**src/rtl/cordic_phase_sequencer.sv**
```systemverilog
// cordic_phase_sequencer: drives the cordic core with a phase-accumulated
// sequence of binary angles (full turn = 2^32) and streams out cos/sin.
// Ports:
//   clock, reset        rising-edge clock, synchronous active-high reset
//   go, abort           start / terminate a run
//   phase_init          first angle of a run (latched on go)
//   phase_step          per-sample increment (sampled at each capture)
//   count               samples per run, 0 = continuous (latched on go)
//   busy, done          run in progress / 1-cycle completion pulse
//   cordic_angle/start  to the cordic core
//   cordic_cos/sin      from the cordic core
//   sample_*            valid/ready output stream of captured samples
module cordic_phase_sequencer #(
  parameter int CORDIC_LATENCY = 33,
  parameter int COUNT_W        = 16
) (
  input  logic               clock,
  input  logic               reset,
  input  logic               go,
  input  logic               abort,
  input  logic [31:0]        phase_init,
  input  logic [31:0]        phase_step,
  input  logic [COUNT_W-1:0] count,
  output logic               busy,
  output logic               done,
  output logic [31:0]        cordic_angle,
  output logic               cordic_start,
  input  logic [31:0]        cordic_cos,
  input  logic [31:0]        cordic_sin,
  output logic               sample_valid,
  input  logic               sample_ready,
  output logic [31:0]        sample_cos,
  output logic [31:0]        sample_sin,
  output logic [31:0]        sample_phase
);

  localparam logic [1:0] IDLE  = 2'd0;
  localparam logic [1:0] ISSUE = 2'd1;
  localparam logic [1:0] WAIT  = 2'd2;
  localparam logic [1:0] HOLD  = 2'd3;

  localparam logic [7:0] LAT = 8'(CORDIC_LATENCY);

  logic [1:0]         state;
  logic [31:0]        phase;
  logic [COUNT_W-1:0] remaining;
  logic [COUNT_W-1:0] count_q;
  logic [7:0]         waitcnt;

  // count_q == 0 marks a continuous run; remaining is not consumed then.
  always_ff @(posedge clock) begin
    if (reset) begin
      state        <= IDLE;
      phase        <= '0;
      remaining    <= '0;
      count_q      <= '0;
      waitcnt      <= '0;
      busy         <= 1'b0;
      done         <= 1'b0;
      cordic_angle <= '0;
      cordic_start <= 1'b0;
      sample_valid <= 1'b0;
      sample_cos   <= '0;
      sample_sin   <= '0;
      sample_phase <= '0;
    end else begin
      cordic_start <= 1'b0;
      done         <= 1'b0;
      if (abort) begin
        state        <= IDLE;
        busy         <= 1'b0;
        sample_valid <= 1'b0;
      end else begin
        case (state)
          IDLE: begin
            if (go) begin
              phase     <= phase_init;
              remaining <= count;
              count_q   <= count;
              busy      <= 1'b1;
              state     <= ISSUE;
            end
          end
          ISSUE: begin
            cordic_angle <= phase;
            cordic_start <= 1'b1;
            waitcnt      <= LAT;
            state        <= WAIT;
          end
          WAIT: begin
            // waitcnt is LAT in the start-high cycle, so it
            // reaches 0 in the cycle LAT cycles later.
            if (waitcnt == 8'd0) begin
              sample_cos   <= cordic_cos;
              sample_sin   <= cordic_sin;
              sample_phase <= cordic_angle;
              sample_valid <= 1'b1;
              phase        <= phase + phase_step;
              if (count_q != '0)
                remaining <= remaining - 1'b1;
              state <= HOLD;
            end else begin
              waitcnt <= waitcnt - 8'd1;
            end
          end
          HOLD: begin
            if (sample_ready) begin
              sample_valid <= 1'b0;
              if (count_q != '0 && remaining == '0) begin
                busy  <= 1'b0;
                done  <= 1'b1;
                state <= IDLE;
              end else begin
                state <= ISSUE;
              end
            end
          end
          default: state <= IDLE;
        endcase
      end
    end
  end

endmodule

```
**config.mk**
```make
export PLATFORM = sky130hd
export DESIGN_NAME = cordic_phase_sequencer
export DESIGN_NICKNAME = d
export VERILOG_FILES = /design/src/rtl/cordic_phase_sequencer.sv
export SDC_FILE = /design/constraint.sdc
export NUM_CORES = 1
export LEC_CHECK = 0
export ABC_AREA = 1
export BUFFER_PORTS_ARGS = -buffer_cell sky130_fd_sc_hd__buf_2
export CAP_MARGIN = 30
export CORE_ASPECT_RATIO = 0.9
export CORE_UTILIZATION = 42
export DETAILED_ROUTE_END_ITERATION = 7
export GPL_ROUTABILITY_DRIVEN = 0
export GPL_TIMING_DRIVEN = 0
export HOLD_SLACK_MARGIN = 0.05
export PLACE_DENSITY = 0.66
export SLEW_MARGIN = 40
export SYNTH_ARGS = -nofsm -noshare
export SYNTH_HDL_FRONTEND = slang
export SYNTH_SLANG_ARGS = --single-unit
```
**constraint.sdc**
```tcl
create_clock -name clock -period 4.1 [get_ports clock]
set_input_delay 0.615 -clock clock [delete_from_list [all_inputs] [get_ports clock]]
set_output_delay 0.615 -clock clock [all_outputs]
set_load 0.02 [all_outputs]
```
==> key figures, run 1 <==
Run status
  • Outcome: complete, no violations

Floorplanning
  • Die area: 0.02640 mm²
  • Die H: 154.2 µm
  • Initial Utilization: 42.94%
  • I/O pins: 281
  • Total core area: 0.02519 mm²
  • Width of the chip: 171.2 µm
  • # rows: 55

Setup path
  • Worst R2R Setup Slack: 1.73 ns
  • R2R Path Start: state[0]
  • Setup crit start kind: flip-flop
  • CP Data Arrival Time: 2.74 ns
  • Worst Setup Path Type: reg2reg
  • RR Endpoint: phase[28]
  • CP endpoint kind: flip-flop
  • Worst Setup SP: state[0]
  • R2R cell count: 8
  • Crit-path max FO: 10
  • Worst EP required: 4.46 ns
  • CP endpoint: phase[28]

Logic synthesis
  • Mapped Cells: 1604
  • Avg Synthesized Cell Area: 6.743 µm²
  • Top FF cell, synth: dfxtp_1
  • Number of synthesized flops with an enable pin: 0
  • Mapped Nets: 1792
  • Synth area leader: dfxtp_1
  • Async S/R FF share, synth: 0%
  • Share of the yosys chip area belonging to registers: 38.13%
  • Synth Register Bits: 206
  • Top cell type's share of synthesized area: 38.13%
  • Synthesized area: 0.01082 mm²
  • Synth top area cells: dfxtp_1, nand2_1, nor2_1, nor3_1, inv_1
  • Unique masters post-synth: 43
  • Yosys warning total: 0

GRT
  • GRT Util Overall: 26.20%
  • GR Layer Usage met3: 3.889%
  • Busiest grt layer: met2
  • First-pass GRT wire length: 54.60 mm
  • Met2 Usage GRT: 42.32%
  • Total congestion overflow: 0
  • Vias in the first global route: 10420
  • Met1 usage in global routing: 36.04%
  • Initial antenna violation count: 0
  • Largest net degree at the start of global routing: 13

CTS
  • Clock Sinks: 206
  • CTS buffer count: 24
  • H-tree depth: 1
  • Postcts setup bufs: 0
  • Clk slew on worst S/H paths: 0.06 ns
  • Insertion delay to the later sink of the worst-skew pair: 0.51 ns
  • Hold-fix buffers, CTS: 0
  • CTS root buffer: clkbuf_16
  • Post-CTS sizing: 0
  • Clk buf depth: 3
  • TritonCTS clock tree: done

Placement
  • HPWL Detailed: 27.52 mm
  • I/O Buffers: 279
  • Placed inst area: 0.01264 mm²
  • Post-Place Setup Slack: 1.400 ns

Route
  • Pre-antenna DRT Iters: 5
  • Routed wire length per instance: 15.59 µm
  • DR iter-0 viols: 862
  • DR vias: 11500
  • ANT nets after route: 0
  • DRC viols: 0
  • Via/cell ratio: 5.071
  • Total Wirelength: 35.35 mm

STA
  • Final worst path period need: 2.371 ns
  • Maximum clock frequency: 0.4218 GHz
  • Fin Setup TNS: 0 ns
  • RSZ-0062 raised after global routing: false
  • Max Slew Vio Count: 0
  • Final worst slack: 1.729 ns
  • Worst-Margin Slew: 0.8167 ns
  • Clk_skew: 0.01038 ns
  • Slew HR: 45.55%
  • Final Setup Violations: 0
  • Period utilization: 57.83%
  • Final hold vios: 0

Worst hold path
  • Min-delay worst type: in2reg

Power and ir drop
  • Max IR drop VDD: 247.8 µV
  • Leakage: 0.006690 µW
  • PwrDens: 401.7 mW/mm²

Final layout
  • Final instance area: 0.01342 mm²
  • Layout cell share with drive strength beyond 1: 20.52%
  • Final Core Density: 53.29%
  • # nets final: 2097
  • Area Growth Syn to Fin: 24.11%
  • N_diodes: 0

Flow run
  • Max_cap viols: 0
## cell families (layout without fill, tap and decap cells)
group / count (synthesis) / after routing / share of synthesized area [%]
xor+xnor: 21 / 21 / 1.701
compound gates: 211 / 211 / 10.22
buf+inv: 236 / 557 / 8.943
simple gates: 891 / 891 / 36.43
fa+ha+maj: 39 / 39 / 4.581
flops: 206 / 206 / 38.13
## worst min-delay path by stage
| stage | start | endpoint | slack (ns) | cells past startpoint |
|---|---|---|---|---|
| detailed placement | busy | busy | 0.45 | 2 |
| floorplan | waitcnt[0] | waitcnt[0] | 0.43 | 1 |
| CTS | count[0] | count_q[0] | 0.34 | 3 |
| global placement | busy | busy | 0.44 | 2 |
| global route | count[12] | count_q[12] | 0.35 | 3 |
| finish | count[0] | count_q[0] | 0.35 | 3 |
## registers in the layout, indices dropped and copies added (netlist names)
name          count
busy              1
cordic_start      1
sample_cos       32
sample_phase     32
count_q          16
waitcnt           8
state             2
cordic_angle     32
sample_sin       32
done              1
sample_valid      1
phase            32
remaining        16
## power breakdown
group	internal (µW)	switching [µW]	total [µW]	leakage, µW
combinational	365	702	1070	0.00463
clock	1260	850	2110	0.000383
sequential	2120	95.9	2210	0.00167
## area by class of cell
type / count / area [µm²]
multi-input cells: 1162 / 5724
flip-flops and latches: 206 / 4124
repair buffers: 279 / 1396
clock buffers: 34 / 709.4
well taps: 342 / 427.9
fillers: 2540 / 11760
clock inverters: 8 / 73.82
plain buffers: 82 / 385.4
inverters: 154 / 581.8
## cells in the final DEF (no fill, tap or decap), drive strengths merged
master | Yosys | final
clkbuf | 49 | 83
o21bai | 3 | 3
clkinvlp | 0 | 2
nand4 | 8 | 8
ha | 38 | 38
xnor2 | 6 | 6
fa | 1 | 1
buf | 33 | 312
o31ai | 1 | 1
inv | 153 | 153
nor3 | 199 | 199
o21ai | 96 | 96
clkinv | 1 | 6
a21oi | 92 | 92
and2 | 1 | 1
dfxtp | 206 | 206
or2 | 2 | 2
nand3 | 54 | 54
o211ai | 2 | 2
a211oi | 3 | 3
o21a | 1 | 1
nand2 | 315 | 315
bufinv | 0 | 1
o41ai | 1 | 1
nor2 | 304 | 304
a31oi | 11 | 11
nor3b | 2 | 2
xor2 | 15 | 15
nor4 | 3 | 3
a21o | 1 | 1
nand3b | 3 | 3
## critical path, cell delays in order, from the launching register on
cell      delay (ns)
dfxtp_1         0.34
inv_1           0.10
ha_1            0.15
buf_4           0.17
clkbuf_1        0.39
clkbuf_1        0.64
nand3_1         0.26
nand2_1         0.12
a21oi_1         0.06
## synthesized netlist by cell type (2+ instances only)
cell	count
a211oi_1	3
a21oi_1	91
a31oi_1	11
buf_1	8
buf_2	17
buf_6	7
clkbuf_1	49
dfxtp_1	206
ha_1	38
inv_1	148
inv_2	4
nand2_1	312
nand2_4	2
nand3_1	52
nand3_2	2
nand3b_1	3
nand4_1	8
nor2_1	297
nor2_2	3
nor2_4	4
nor3_1	168
nor3_2	31
nor4_1	3
o211ai_1	2
o21ai_0	92
o21ai_1	4
o21bai_1	3
or2_2	2
xnor2_1	6
xor2_1	15
## metrics by stage
stage / hold WS [ns] / total power [µW] / instances
5_1_grt: 0.3523 / 5645 / 2267
3_5_place_dp: 0.4477 / 3305 / 2225
6_report: 0.3523 / 5393 / 2267
2_1_floorplan: 0.4315 / 2946 / 1604
4_1_cts: 0.3386 / 5415 / 2267
3_3_place_gp: 0.4449 / 3294 / 2225
## metal layers
metal | wire length [µm] | vias to the layer above
met1 | 16040 | 5236
met3 | 2540 | 61
li1 | - | 5803
met5 | 0 | -
met4 | 985 | 0
met2 | 15790 | 397
(Power assumes the default switching activity.)
==> run 2, diff against run 1 <==
- clock period: 4.1 -> 2.3 ns (I/O delays scaled with it)
==> run 2 against run 1 <==
  * Via count about the same
  * Critical path depth increased by 4
  * Hold slack got worse by 0.27 ns
  * Sequential cell count unchanged
  * Sequential share of layout area about the same
  * Critical endpoint is now phase[24]
  * Largest power group unchanged
==> key figures, run 2 (synthesis results as in run 1) <==
STA
  • Final Hold Slack: 0.08246 ns
  • Fin Setup TNS: 0 ns
  • Final Setup Violations: 0
  • Clk_skew: 0.01089 ns
  • Slew HR: 46.28%
  • Final worst path period need: 2.167 ns
  • Worst-Margin Slew: 0.8058 ns
  • Max Slew Vio Count: 0
  • Final hold vios: 0
  • RSZ-0062 raised after global routing: false
  • Final worst slack: 0.1332 ns
  • Maximum clock frequency: 0.4615 GHz
  • Period utilization: 94.21%

Route
  • Routed wire length per instance: 15.58 µm
  • Via/cell ratio: 5.068
  • DRC viols: 0
  • Total Wirelength: 35.32 mm
  • ANT nets after route: 0
  • DR vias: 11490
  • DR iter-0 viols: 871
  • Pre-antenna DRT Iters: 5

Power and ir drop
  • Design Power: 9617 µW
  • Clock Power Share: 39.2%
  • Max IR drop VDD: 441.8 µV
  • Leakage: 0.006698 µW
  • Comb power frac: 19.8%
  • PwrDens: 715.9 mW/mm²
  • Sequential share of power: 41.0%
  • Switching power: 2939 µW
  • Switch share: 30.56%
  • Int Pwr: 6678 µW

Placement
  • HPWL Detailed: 27.52 mm
  • Post-Place Setup Slack: -0.1301 ns
  • I/O Buffers: 279

Floorplanning
  • # rows: 55
  • Total core area: 0.02519 mm²
  • Die area: 0.02640 mm²
  • Die H: 154.2 µm
  • Width of the chip: 171.2 µm
  • I/O pins: 281
  • Initial Utilization: 42.94%

GRT
  • Total congestion overflow: 0
  • Largest net degree at the start of global routing: 13
  • GRT Util Overall: 26.20%
  • Vias in the first global route: 10420
  • First-pass GRT wire length: 54.60 mm
  • Initial antenna violation count: 0

Final layout
  • # nets final: 2097
  • Area Growth Syn to Fin: 24.21%
  • N_diodes: 0
  • Most frequent cells in the layout: nand2_1, nor2_1, buf_2
  • Final Core Density: 53.34%
  • Layout cell share with drive strength beyond 1: 20.73%
  • Leading cell type in the layout, fill and taps excluded: nand2_1

Setup path
  • Crit-path max FO: 4
  • RR Endpoint: phase[24]
  • Worst EP required: 2.67 ns
  • R2R cell count: 12
  • Worst Setup Path Type: reg2reg
  • R2R Path Start: phase[0]
  • CP endpoint kind: flip-flop
  • Setup crit start kind: flip-flop
  • Worst R2R Setup Slack: 0.13 ns
  • CP Data Arrival Time: 2.53 ns

CTS
  • CTS buffer count: 24
  • Insertion delay to the later sink of the worst-skew pair: 0.51 ns
  • Clock Sinks: 206
  • TritonCTS clock tree: done
  • Clk slew on worst S/H paths: 0.06 ns
  • Hold-fix buffers, CTS: 0
  • CTS root buffer: clkbuf_16
  • Postcts setup bufs: 0
  • H-tree depth: 1
  • Clk buf depth: 3

Worst hold path
  • Start point of the worst hold path: count[0]
  • Min-delay worst type: in2reg
  • WHS Path Cells: 3
  • Hold EP: count_q[0]

Flow run
  • Max_cap viols: 0

Run status
  • Outcome: complete, no violations
run 2: cell count changes in the layout (fill, tap and decap cells not counted):
cell,change
nand2_1,-1
fa_2,+1
nand2_2,+1
fa_1,-1
nand3_1,-1
clkbuf_1,-1
clkbuf_2,+1
nand3_2,+1
run 2: how the worst max path moves through the flow:
stage,start,to,slack [ns]
after CTS,phase[0],phase[28],0.04
after floorplan,phase_step[0],phase[20],0.43
after detailed placement,phase_step[0],phase[28],-0.13
after global routing,phase[8],phase[18],0.02
after global placement,phase_step[0],phase[28],-0.14
final,phase[0],phase[24],0.13
run 2: repair_timing:
item / 4_1_cts / 5_1_grt
resized for setup: 1 / 3
gates cloned: 0 / 0
setup endpoints to repair: 4 / 5
run 2: power by group through the flow:
stage	logic [µW]	clock network [µW]	registers, µW
finish	1900	3770	3940
global route	2130	3980	3960
CTS	1880	3830	3940
detailed placement	1870	0	4020
global placement	1860	0	4010
floorplan	1170	0	4080
run 2: layout make-up:
type | instances | area [µm²]
flip-flops and latches | 206 | 4124
repair buffers | 279 | 1396
clock inverters | 8 | 73.82
clock buffers | 34 | 709.4
plain buffers | 82 | 386.6
well taps | 342 | 427.9
multi-input cells | 1162 | 5734
inverters | 154 | 581.8
fillers | 2538 | 11750
run 2: per-layer routing:
metal	GRT usage [%]	up-vias	routed length, µm
met5	0	-	0
met4	7.611	0	969
met3	3.889	63	2429
met2	42.32	391	15830
met1	36.04	5227	16090
li1	-	5809	-
run 2: worst max-delay path, cell delays in order, from the launching register on:
cell and delay, ns:
dfxtp_1 0.33, ha_1 0.24, fa_2 0.41, nand3_1 0.10, nand3_1 0.16, nand2_1 0.10
nand2_1 0.13, nand3_1 0.12, nand3_1 0.08, nand2_1 0.06, nand3_1 0.11, nand2_1 0.11
a21oi_1 0.06
run 2: through the flow:
step	cell area (µm²)	cells
after floorplan	10820	1604
after global placement	12640	2225
after detailed placement	12640	2225
after CTS	13420	2267
after global routing	13430	2267
final	13430	2267
==> run 3, diff against run 2 <==
- CORE_MARGIN: not set -> 1.5
==> run 3 against run 2 <==
  * Sequential cell count is the same
  * Via count grew 0.43%
  * Wire length grew 0.73%
  * Global-route usage shrank 0.17 points
  * Cell count is essentially flat
  * Core utilization grew 0.10 points
  * Clock skew shrank 0.0019 ns
  * Sequential power is essentially flat
  * Register-to-register slack gained 0.04 ns
  * First-iteration DRC count grew 13%
  * Largest cell class unchanged
  * Largest power group unchanged
==> key figures, run 3 (synthesis results as in run 1) <==
Setup path
  • Setup crit start kind: flip-flop
  • R2R cell count: 12
  • CP bufs+invs: 0
  • Crit-path max FO: 4
  • Worst Setup Path Type: reg2reg
  • CP max stage delay: 0.40 ns
  • Worst R2R Setup Slack: 0.17 ns
  • Worst EP required: 2.67 ns
  • RR Endpoint: phase[24]
  • Worst path slowest cell: fa_2
  • CP Data Arrival Time: 2.50 ns
  • CP endpoint kind: flip-flop
  • Crit path cell chain: ha_1 -> fa_2 -> nand3_1 -> nand3_2 -> nand2_1 -> nand2_1 -> nand3_1 -> nand3_1 -> nand2_1 -> nand3_1 -> nand2_1 -> a21oi_1
  • Largest delay share family, worst path: simple AND/OR/NAND/NOR gates
  • R2R Path Start: phase[0]

STA
  • Clk_skew: 0.008985 ns
  • RSZ-0062 raised after global routing: false
  • Slew HR: 52.00%
  • Final Setup Violations: 0
  • Maximum clock frequency: 0.4696 GHz
  • Final hold vios: 0
  • Period utilization: 92.59%
  • Final worst path period need: 2.130 ns
  • Max Slew Vio Count: 0
  • Final Hold Slack: 0.08472 ns
  • Worst-Margin Slew: 0.7200 ns

Floorplanning
  • Width of the chip: 172.2 µm
  • Total core area: 0.02519 mm²
  • Die area: 0.02672 mm²
  • Initial Utilization: 42.94%
  • # rows: 55
  • I/O pins: 281
  • Die H: 155.2 µm

CTS
  • Clk slew on worst S/H paths: 0.06 ns
  • Clock Sinks: 206
  • H-tree depth: 1
  • CTS root buffer: clkbuf_16
  • CTS buffer count: 24
  • TritonCTS clock tree: done
  • Postcts setup bufs: 0
  • Hold-fix buffers, CTS: 0
  • Clk buf depth: 3
  • Insertion delay to the later sink of the worst-skew pair: 0.51 ns

Final layout
  • # nets final: 2097
  • Layout cell share with drive strength beyond 1: 20.70%
  • Finished Layout Cells: 2265
  • Area Growth Syn to Fin: 24.46%
  • Leading cell type in the layout, fill and taps excluded: nand2_1
  • Most frequent cells in the layout: nand2_1, nor2_1, buf_2
  • N_diodes: 0

GRT
  • First-pass GRT wire length: 55.21 mm
  • Total congestion overflow: 0
  • Vias in the first global route: 10720
  • Initial antenna violation count: 0
  • Largest net degree at the start of global routing: 13
  • GRT Util Overall: 26.03%

Power and ir drop
  • Max IR drop VDD: 616.2 µV
  • Comb power frac: 19.5%
  • Switch share: 30.02%
  • Sequential share of power: 40.4%
  • Switching power: 2931 µW
  • Clock Power Share: 40.1%
  • Int Pwr: 6834 µW
  • Leakage: 0.006711 µW
  • PwrDens: 725.4 mW/mm²
  • Design Power: 9765 µW

Placement
  • I/O Buffers: 279
  • HPWL Detailed: 27.96 mm
  • Inst Count DP: 2225

Run status
  • Outcome: complete, no violations

Route
  • Routed wire length per instance: 15.71 µm
  • DR iter-0 viols: 988
  • DR vias: 11540
  • Pre-antenna DRT Iters: 5
  • Total Wirelength: 35.58 mm
  • Via/cell ratio: 5.094
  • DRC viols: 0
  • ANT nets after route: 0

Flow run
  • Max_cap viols: 0

Worst hold path
  • Hold EP: count_q[8]
  • Min-delay worst type: in2reg
  • Start point of the worst hold path: count[8]
  • WHS Path Cells: 3
[run 3: power groups by stage]
stage	clock [µW]	combinational [µW]	sequential, µW
final	3920	1900	3940
after CTS	3980	1890	3940
after global routing	4130	2140	3960
after floorplan	0	1170	4080
after detailed placement	0	1880	4020
after global placement	0	1860	4010
[run 3: worst reg2reg max path, cell delays in order (launching register included)]
cell and delay, ns:
dfxtp_1 0.33, ha_1 0.25, fa_2 0.40, nand3_1 0.11, nand3_2 0.11, nand2_1 0.08
nand2_1 0.13, nand3_1 0.14, nand3_1 0.09, nand2_1 0.06, nand3_1 0.11, nand2_1 0.11
a21oi_1 0.06
[run 3: how the worst max path moves through the flow]
| stage | from | endpoint | slack, ns | cells after the start |
|---|---|---|---|---|
| finish | phase[0] | phase[24] | 0.17 | 12 |
| global route | phase[5] | phase[30] | 0.01 | 12 |
| CTS | phase[0] | phase[24] | 0.03 | 12 |
| detailed placement | phase_step[0] | phase[28] | -0.13 | 13 |
| global placement | phase_step[0] | phase[28] | -0.12 | 13 |
| floorplan | phase_step[0] | phase[20] | 0.43 | 12 |
[run 3: routing by layer]
metal	global-route usage (%)	wire [µm]	vias to the layer above
met5	0	0	-
met4	8.903	1241	0
met3	4.910	2529	73
met2	41.51	15700	421
met1	35.16	16110	5226
li1	-	-	5819
[run 3: cell type report]
| class | count | area [µm²] |
|---|---|---|
| Fill cell | 2569 | 11730 |
| Multi-Input combinational cell | 1162 | 5736 |
| Sequential cell | 206 | 4124 |
| Timing Repair Buffer | 279 | 1396 |
| Clock buffer | 32 | 681.9 |
| Inverter | 154 | 581.8 |
| Tap cell | 342 | 427.9 |
| Buffer | 82 | 387.9 |
| Clock inverter | 8 | 125.1 |
[run 3: per-stage QoR]
step	instance area [µm²]	worst slack [ns]	TNS (ns)	util, %
finish	13460	0.1703	0	53.44
CTS	13450	0.02633	0	53.39
detailed placement	12640	-0.1282	-0.4170	50.18
global placement	12640	-0.1243	-0.3801	50.18
floorplan	10820	0.4269	0	-
global route	13460	0.01415	0	53.44
[run 3: repair_timing]
action	in CTS	in global routing
setup endpoints to repair	3	7
gates resized for setup	1	5
cloned	0	0
